<file path="config.mk">
export PLATFORM = sky130hd
export DESIGN_NAME = regfile_write_scheduler
export DESIGN_NICKNAME = d
export VERILOG_FILES = /design/src/rtl/regfile_pkg.sv /design/src/rtl/rr_grant_select.sv /design/src/rtl/regfile_write_scheduler.sv
export SDC_FILE = /design/constraint.sdc
export NUM_CORES = 2
export LEC_CHECK = 0
export BUFFER_PORTS_ARGS = -buffer_cell sky130_fd_sc_hd__buf_4
export CAP_MARGIN = 20
export CORE_AREA = 2 2 344 346
export DETAILED_ROUTE_END_ITERATION = 6
export DIE_AREA = 0 0 346 348
export SYNTH_ARGS = -nofsm -noshare
export SYNTH_HDL_FRONTEND = slang
export SYNTH_SLANG_ARGS = --single-unit
</file>
<file path="constraint.sdc">
create_clock -name clk -period 20.6 [get_ports clk]
set_input_delay 4.12 -clock clk [delete_from_list [all_inputs] [get_ports clk]]
set_output_delay 4.12 -clock clk [all_outputs]
set_load 0.01 [all_outputs]
</file>
<file path="src/rtl/regfile_pkg.sv">
// Shared types and constants for the register-file write scheduler.
//   REGF_DATA_WIDTH / REGF_REG_COUNT / REGF_ADDR_WIDTH : default geometry
//   reg_addr_t / reg_data_t                           : one register address / datum
//   STARVE_CNT_W                                      : width of a per-requester starve counter
package regfile_pkg;
    localparam int REGF_DATA_WIDTH = 64;
    localparam int REGF_REG_COUNT  = 256;
    localparam int REGF_ADDR_WIDTH = $clog2(REGF_REG_COUNT);
    localparam int STARVE_CNT_W    = 4;

    typedef logic [REGF_ADDR_WIDTH-1:0] reg_addr_t;
    typedef logic [REGF_DATA_WIDTH-1:0] reg_data_t;
endpackage

</file>
<file path="src/rtl/rr_grant_select.sv">
// Combinational grant selection for one cycle.
// The scan visits starving requesters first (lowest index first), then every
// remaining requester circularly from rr_ptr. A valid requester is granted while
// ports remain and its address differs from all addresses already granted.
// Ports:
//   valid       in  : requesters eligible for arbitration
//   addrs       in  : packed request addresses, ADDR_WIDTH per requester
//   rr_ptr      in  : round-robin start index
//   starving    in  : requesters that jump ahead of the round-robin order
//   grant       out : granted requester mask
//   port_idx    out : packed requester index driving each port, in scan order
//   grant_count out : number of grants (ports 0..grant_count-1 are used)
module rr_grant_select #(
    parameter int REQUESTERS  = 8,
    parameter int WRITE_PORTS = 4,
    parameter int ADDR_WIDTH  = 8,
    parameter int IDX_W       = 3,
    parameter int CNT_W       = 3
) (
    input  logic [REQUESTERS-1:0]             valid,
    input  logic [ADDR_WIDTH*REQUESTERS-1:0]  addrs,
    input  logic [IDX_W-1:0]                  rr_ptr,
    input  logic [REQUESTERS-1:0]             starving,
    output logic [REQUESTERS-1:0]             grant,
    output logic [IDX_W*WRITE_PORTS-1:0]      port_idx,
    output logic [CNT_W-1:0]                  grant_count
);
    logic [ADDR_WIDTH-1:0] addr_a [REQUESTERS];
    logic [IDX_W-1:0]      idx_a  [WRITE_PORTS];

    for (genvar r = 0; r < REQUESTERS; r++) begin : g_unpack
        assign addr_a[r] = addrs[r*ADDR_WIDTH +: ADDR_WIDTH];
    end

    for (genvar p = 0; p < WRITE_PORTS; p++) begin : g_pack
        assign port_idx[p*IDX_W +: IDX_W] = idx_a[p];
    end

    always_comb begin
        int               n;
        int               cand;
        logic [IDX_W-1:0] ci;
        logic             take;
        logic             conflict;
        grant    = '0;
        idx_a    = '{default: '0};
        n        = 0;
        cand     = 0;
        ci       = '0;
        take     = 1'b0;
        conflict = 1'b0;
        // pass 0 picks up starving requesters, pass 1 the round-robin remainder
        for (int pass = 0; pass < 2; pass++) begin
            for (int j = 0; j < REQUESTERS; j++) begin
                if (pass == 0) begin
                    ci   = IDX_W'(j);
                    take = starving[ci];
                end else begin
                    cand = int'(rr_ptr) + j;
                    if (cand >= REQUESTERS) cand = cand - REQUESTERS;
                    ci   = IDX_W'(cand);
                    take = !starving[ci];
                end
                conflict = 1'b0;
                for (int q = 0; q < REQUESTERS; q++) begin
                    if (grant[q] && addr_a[q] == addr_a[ci]) conflict = 1'b1;
                end
                if (take && valid[ci] && n < WRITE_PORTS && !conflict) begin
                    grant[ci] = 1'b1;
                    for (int p = 0; p < WRITE_PORTS; p++) begin
                        if (p == n) idx_a[p] = ci;
                    end
                    n = n + 1;
                end
            end
        end
        grant_count = CNT_W'(n);
    end
endmodule

</file>
<file path="src/rtl/regfile_write_scheduler.sv">
// Shares WRITE_PORTS register-file write ports between REQUESTERS writeback
// sources: round-robin with starvation aging, same-address duplicates dropped
// within a cycle, grants registered onto wr_en/addr/wr_data one cycle later.
// Optional build macro REGFILE_SCHED_ZERO_REG_EN: address 0 is hard-wired zero,
// so writes to it are accepted at once without using a port or conflict slot.
// Ports:
//   clk, sync_rst (sync, active high), clk_en (low freezes all state)
//   req_valid / req_addr / req_data : packed per-requester write requests
//   req_ready                       : combinational accept, transfer on valid && ready
//   wr_en / addr / wr_data          : registered per-port writes to the register file
module regfile_write_scheduler
    import regfile_pkg::*;
#(
    parameter int DATA_WIDTH   = REGF_DATA_WIDTH,
    parameter int REG_COUNT    = REGF_REG_COUNT,
    parameter int ADDR_WIDTH   = $clog2(REG_COUNT),
    parameter int WRITE_PORTS  = 4,
    parameter int REQUESTERS   = 8,
    parameter int STARVE_LIMIT = 4
) (
    input  logic                             clk,
    input  logic                             sync_rst,
    input  logic                             clk_en,
    input  logic [REQUESTERS-1:0]            req_valid,
    input  logic [ADDR_WIDTH*REQUESTERS-1:0] req_addr,
    input  logic [DATA_WIDTH*REQUESTERS-1:0] req_data,
    output logic [REQUESTERS-1:0]            req_ready,
    output logic [WRITE_PORTS-1:0]           wr_en,
    output logic [ADDR_WIDTH*WRITE_PORTS-1:0] addr,
    output logic [DATA_WIDTH*WRITE_PORTS-1:0] wr_data
);
    localparam int IDX_W = (REQUESTERS > 1) ? $clog2(REQUESTERS) : 1;
    localparam int CNT_W = $clog2(WRITE_PORTS + 1);

    logic [IDX_W-1:0]        rr_ptr;
    logic [STARVE_CNT_W-1:0] starve_cnt [REQUESTERS];
    logic [REQUESTERS-1:0]   starving, zero_hit, sel_valid, grant, xfer;
    logic [IDX_W*WRITE_PORTS-1:0] port_idx;
    logic [CNT_W-1:0]        grant_count;
    logic [IDX_W-1:0]        last_idx, rr_next;
    logic                    rr_move, active;
    logic [ADDR_WIDTH-1:0]   addr_a [REQUESTERS];
    logic [DATA_WIDTH-1:0]   data_a [REQUESTERS];
    logic [IDX_W-1:0]        pidx_a [WRITE_PORTS];

    for (genvar r = 0; r < REQUESTERS; r++) begin : g_req
        assign addr_a[r]   = req_addr[r*ADDR_WIDTH +: ADDR_WIDTH];
        assign data_a[r]   = req_data[r*DATA_WIDTH +: DATA_WIDTH];
        assign starving[r] = starve_cnt[r] >= STARVE_CNT_W'(STARVE_LIMIT);
`ifdef REGFILE_SCHED_ZERO_REG_EN
        assign zero_hit[r] = req_valid[r] && (addr_a[r] == '0);
`else
        assign zero_hit[r] = 1'b0;
`endif
    end

    for (genvar p = 0; p < WRITE_PORTS; p++) begin : g_port
        assign pidx_a[p] = port_idx[p*IDX_W +: IDX_W];
    end

    assign sel_valid = req_valid & ~zero_hit;
    assign active    = clk_en && !sync_rst;
    assign xfer      = active ? (grant | zero_hit) : '0;
    assign req_ready = xfer;

    rr_grant_select #(
        .REQUESTERS (REQUESTERS),
        .WRITE_PORTS(WRITE_PORTS),
        .ADDR_WIDTH (ADDR_WIDTH),
        .IDX_W      (IDX_W),
        .CNT_W      (CNT_W)
    ) u_sel (
        .valid      (sel_valid),
        .addrs      (req_addr),
        .rr_ptr     (rr_ptr),
        .starving   (starving),
        .grant      (grant),
        .port_idx   (port_idx),
        .grant_count(grant_count)
    );

    // Starving grants occupy the lowest ports, so the highest used port holds
    // the last non-starving grant whenever there is one.
    always_comb begin
        last_idx = '0;
        for (int p = 0; p < WRITE_PORTS; p++) begin
            if (CNT_W'(p + 1) == grant_count) last_idx = pidx_a[p];
        end
        rr_move = (grant_count != '0) && !starving[last_idx];
        rr_next = (last_idx == IDX_W'(REQUESTERS - 1)) ? '0 : last_idx + 1'b1;
    end

    always_ff @(posedge clk) begin
        if (sync_rst) begin
            wr_en   <= '0;
            addr    <= '0;
            wr_data <= '0;
            rr_ptr  <= '0;
            for (int r = 0; r < REQUESTERS; r++) starve_cnt[r] <= '0;
        end else if (clk_en) begin
            for (int p = 0; p < WRITE_PORTS; p++) begin
                wr_en[p] <= (CNT_W'(p) < grant_count);
                if (CNT_W'(p) < grant_count) begin
                    addr[p*ADDR_WIDTH +: ADDR_WIDTH]    <= addr_a[pidx_a[p]];
                    wr_data[p*DATA_WIDTH +: DATA_WIDTH] <= data_a[pidx_a[p]];
                end
            end
            if (rr_move) rr_ptr <= rr_next;
            for (int r = 0; r < REQUESTERS; r++) begin
                if (!req_valid[r] || xfer[r])
                    starve_cnt[r] <= '0;
                else if (starve_cnt[r] != '1)
                    starve_cnt[r] <= starve_cnt[r] + 1'b1;
            end
        end
    end
endmodule

</file>
# ---- Word-level counts from Yosys, hierarchy flattened
# Memory sizes are Yosys's and may differ from the RTL's.
# Index checks and enable logic that the tools add are counted.
dict set report totals {
  register_bits 295
  ram_bits 32
  inputBits 587
  out_inout_bits 300
  word_cells 981
  mem_count 1
}
dict set report classes {
  addsub 39
  magnitude_cmp 64
  n_eq_ne 171
  mux 429
  bitwise_logic 36
  n_reduce_logical 231
}
# memory depth word_bits rd rd_clocked_by_memory_dff write_ports line
set memory_table {}
lappend memory_table {starve_cnt 8 4 8 0 8 regfile_write_scheduler.sv:36} ;# logic [STARVE_CNT_W-1:0] starve_cnt [REQUESTERS];
# op count
set ops {}
lappend ops {{3-bit by 32-bit equality test with 1-bit output, first input constant} 30}
lappend ops {{8-bit equality test} 113}
lappend ops {{64-bit binary-select mux with 3-bit select} 4}
lappend ops {{64-bit two-way mux} 8}
lappend ops {{2-bit by 32-bit equality test with 1-bit output, first input constant} 15}
lappend ops {{32-bit zero test} 15}
lappend ops {{32-bit by 4-bit < comparator with 1-bit output, second input constant} 15}
lappend ops {{32-bit by 2-bit adder with 32-bit output, second input constant} 14}
lappend ops {{32-bit two-way mux} 14}
lappend ops {{8-bit binary-select mux with 3-bit select} 12}
lappend ops {{8-bit two-way mux} 34}
lappend ops {{1-bit two-way mux} 225}
lappend ops {{3-bit two-way mux} 71}
lappend ops {{12-bit two-way mux} 14}
lappend ops {{1-bit logical AND} 148}
lappend ops {{4-bit greater-or-equal comparator, second input constant} 19}
lappend ops {{4-bit two-way mux} 17}
lappend ops {{8-bit OR} 8}
lappend ops {{1-bit binary-select mux with 3-bit select} 17}
lappend ops {{3-bit NOT with 4-bit output} 12}
lappend ops {{3-bit by 4-bit < comparator with 1-bit output, second input constant} 9}
lappend ops {{1-bit zero test} 33}
lappend ops {{4-bit by 1-bit adder with 4-bit output, second input constant} 8}
lappend ops {{4-bit by 3-bit greater-or-equal comparator with 1-bit output, second input constant} 8}
lappend ops {{other kinds (26)} 107}

# ---- Depth between registers and ports, before layout
# An unclocked memory read counts as a cell.
dict set report depth {
  ltp_word 194
  depth_mapped 67
  ltp_nobuf 62
}

# ---- Modules after synthesis
# Synthesis repeated with hierarchy kept, for this count alone.
dict set report hier_totals {
  cells_unflattened 4658
  hier_area_um2 46793.6
}
# mod instances cells_per_inst area_each_um2 seq_area_each_um2
set by_module_without_submodules {}
lappend by_module_without_submodules {regfile_write_scheduler 1 2214 28262.1 6866.6}
lappend by_module_without_submodules {rr_grant_select 1 2444 18531.5 0.0}

# ---- Worst setup path after synthesis
# No wires, ideal clock.
dict set report synth_timing {
  path_kind {input -> output}
  start {input port req_addr[7]}
  end {output port req_ready[3]}
  arrival_time_ps 15053
  setup_slack_ps 1427
  cell_stages 53
  n_path_buf 7
  path_cell_list {clkbuf_1 > xor2_1 > nor4_4 > nand4_2 > a211oi_2 > buf_2 > mux2i_1 > nor2_1 > ha_1 > and2_1 > o211a_1 > buf_2 > xnor2_1 > inv_1 > ha_1 > o211ai_1 > o21ai_0 > nor3_1 > [17 not listed] > o211ai_1 > a211o_4 > xnor2_1 > inv_1 > ha_1 > nor2_1 > or3_1 > nand2_2 > xnor2_2 > inv_1 > ha_1 > a21oi_1 > o2111ai_1 > a211oi_4 > buf_6 > clkbuf_1 > nand2_1 > a21oi_1}
}
dict set report synth_between {
  elab_chain_cells 154
  elab_cells_between_ends 416
  classes_between {add/sub: 13; order compare: 14; eq/ne: 71; mux: 174; bitwise: 8; reduce/logical: 136}
}
# element line
set synth_lines {}
lappend synth_lines {{start, declared} regfile_write_scheduler.sv:25} ;# input logic [ADDR_WIDTH*REQUESTERS-1:0] req_addr,
lappend synth_lines {{parallel branches: the longest is 152 deep, another holds 8-bit equality test} n/a}
lappend synth_lines {{8-bit two-way mux *} rr_grant_select.sv:68} ;# if (take && valid[ci] && n < WRITE_PORTS && !conflict) begin
lappend synth_lines {{8-bit two-way mux *} regfile_write_scheduler.sv:63} ;# assign xfer = active ? (grant | zero_hit) : '0;
lappend synth_lines {{end, declared} regfile_write_scheduler.sv:27} ;# output logic [REQUESTERS-1:0] req_ready,
# Mark *: on every way between the ends. The select of a mux whose other input is x is not followed.

# ---- Worst setup path in the final report
dict set report layout_timing {
  start {input port req_addr[3]}
  end {output port req_ready[4]}
}
# Same word-level chain as after synthesis.

==> results.toml <==
[final_layout]
multiInputGateArea_um2 = 38540
drive_gt1_share_pct = 26.37
syn2layout_area_growth_pct = 19.73
nets = 6969
regArea_um2 = 6874
fillers = 11440

[synth]
netlist_instances = 5886
synth.largest_area_cell = "mux4_2"
netlist_top_cells_area = "mux4_2, dfxtp_1, mux2i_1"
synth.distinct_cells = 102
yosysWarnings = 0
synth_edf_count = 32
synth.ff_latch_count = 327
synth-async-reset-ratio_pct = 0
synth.most_common_cell = "nand2_1"
synth_top_area_share_pct = 16.85
synthTopCellsByCount = "nand2_1, nor2_1, clkbuf_1"
ys.flop_type = "dfxtp_1"
synth_nets = 6542
netlist_area_um2 = 48120
ys_seq_area_share_pct = 14.27
avgSynthCellArea_um2 = 8.175

[status]
status = "complete, no violations"

[drt]
viasPerCell = 6.847
wl_met1_um = 100500
wl_per_cell_um = 34.05
highest_layer = "met5"
dr_wl_met3_um = 37040
final_antenna_net_count = 0
drc = 0
vias = 54300
drt_first_pass_iters = 7
wl_um = 270000
wl_met2_um = 112700
drtIter0Drc = 7416

[timing]
setup_viol = 0
drv_slew = 0
fin_crit_sh_pct = 96.37
period_minus_slack_ps = 19850
clock.fmax_ghz = 0.05037
finalHoldViolCount = 0
rsz0062_at_grt = "no"
finClkSkew_ps = 20.68
setup_tns_ps = 0
slew_headroom_pct = 19.32
tightest_slew_ps = 1210

[cts]
cts_sinks = 327
cts.path.max_buffers = 3
cts_tree = "done"
postCtsHoldBufs = 0
clkTransAtPathRegs_ps = 60
root_buffer = "clkbuf_16"
htreeDepth = 2
clk_latency_ps = 650
numCtsBuffers = 47

[floorplanning]
fp.dieArea_um2 = 120400
die_h_um = 348
start_util_pct = 41.13
ios = 887
coreArea_um2 = 117000
die_w_um = 346
num_rows = 126

[worst_setup_path]
worstPathRequired_ps = 16480
arrival_ps = 15730
slowest_delay_ps = 530
end_kind = "output pin"
critPathLaunchType = "input port"
slowest_stage = "a221oi_1"
cp_common_cell = "ha_1"
worst-setup-path-type = "input port to output pin"
critPathMaxFanout = 13

[worst_hold_path]
hold_class = "flip-flop to flip-flop"

[placed_design]
routabilityCongestion = 1.072
hpwlAfterDp_um = 195000
portBuffers = 886

[global_routing]
grt_pass1_vias = 49480
grt_use_total_pct = 42.78
overflow = 0
grt_max_degree = 161
grt_pass1_wl_um = 379100
antenna_found_initial = 59

[flow_run]
drv_cap = 0
## placed cells by master (no fill, tap or decap), drive strengths merged, types with 89 or more instances in the layout
cell,Yosys,routed
a211oi,233,233
a31oi,96,96
o211ai,89,89
a311oi,147,147
xnor2,341,341
mux2,91,91
mux4,360,360
mux2i,444,444
a21oi,219,219
xor2,434,434
nand4,91,91
dfxtp,295,295
buf,232,1061
and3,162,162
nor2,508,508
nand2,823,823
nor4,96,96
## logic make-up (layout without fill, tap and decap cells)
group                      count (synthesis)  count (layout)  share of synthesized area, %
AOI/OAI and AO/OA                       1124            1124                         16.94
DFF                                      327             327                         14.27
adders and majority gates                 69              69                         1.794
buffers and inverters                    749            1212                         6.249
xor gates and xnor gates                 775             775                         14.20
muxes                                    895             895                         28.26
other                                      1              46                      0.007793
and+or+nand+nor                         1946            1946                         18.27
## sequential cells by signal, indices dropped and copies added, names as in the netlist
| name | cells |
|---|---|
| rr_ptr | 3 |
| starve_cnt | 32 |
| wr_data | 256 |
| addr | 32 |
| wr_en | 4 |
## worst paths after layout
| kind | end | startpoint | slack [ps] | cells after the start |
|---|---|---|---|---|
| min | wr_en[3]$_SDFFE_PP0P_ | wr_en[3]$_SDFFE_PP0P_ | 460 | 2 |
| max | req_ready[4] | req_addr[3] | 750 | 48 |
| max reg2reg | wr_data[3]$_SDFFE_PP0P_ | starve_cnt[0][6]$_SDFFCE_PN0P_ | 5160 | 54 |
| min reg2reg | wr_en[3]$_SDFFE_PP0P_ | wr_en[3]$_SDFFE_PP0P_ | 460 | 2 |
## through the flow
| stage | hold WS (ps) | setup slack, ps | area (um2) | utilization [%] | instances |
|---|---|---|---|---|---|
| 4_1_cts | 463.1 | 423.3 | 57400 | 49.07 | 7879 |
| 6_report | 457.2 | 747.3 | 57610 | 49.25 | 7930 |
| 3_5_place_dp | 453.7 | 478.2 | 55800 | 47.70 | 7794 |
| 3_3_place_gp | 454.6 | 774.4 | 55770 | 47.68 | 7792 |
| 2_1_floorplan | 480.5 | 1427 | 48120 | - | 5886 |
| 5_1_grt | 481.2 | 21.82 | 57600 | 49.24 | 7926 |
## routing by layer
layer / track usage (%) / vias up
met1: 54.64 / 26570
met3: 14.46 / 948
met2: 62.91 / 4205
met5: 0 / -
met4: 24.33 / 32
li1: - / 22540
## worst max-delay path, delay by kind of cell
family,cells,cell delay (ps)
muxes,1,370
adders and majority gates,7,2200
AOI/OAI and AO/OA,15,3950
buffers and inverters,8,1060
and+or+nand+nor,12,2750
xor gates and xnor gates,5,1260
## final cells by class
| class | count | area share, % |
|---|---|---|
| multi-input cells | 4810 | 66.90 |
| flip-flops and latches | 327 | 11.93 |
| diodes | 45 | 0.1955 |
| clock inverters | 17 | 0.4496 |
| inverters | 66 | 0.4300 |
| repair buffers | 1061 | 14.42 |
| clock buffers | 68 | 2.335 |
| well taps | 1536 | 3.336 |
## repair_timing
action                     CTS  global route
setup endpoints to repair    0             8
setup buffers                0             4
resized for setup            0             8
Power is left out: the tool's default activity adds up to more than one toggle a clock period on the data nets, which glitch-free logic cannot reach.
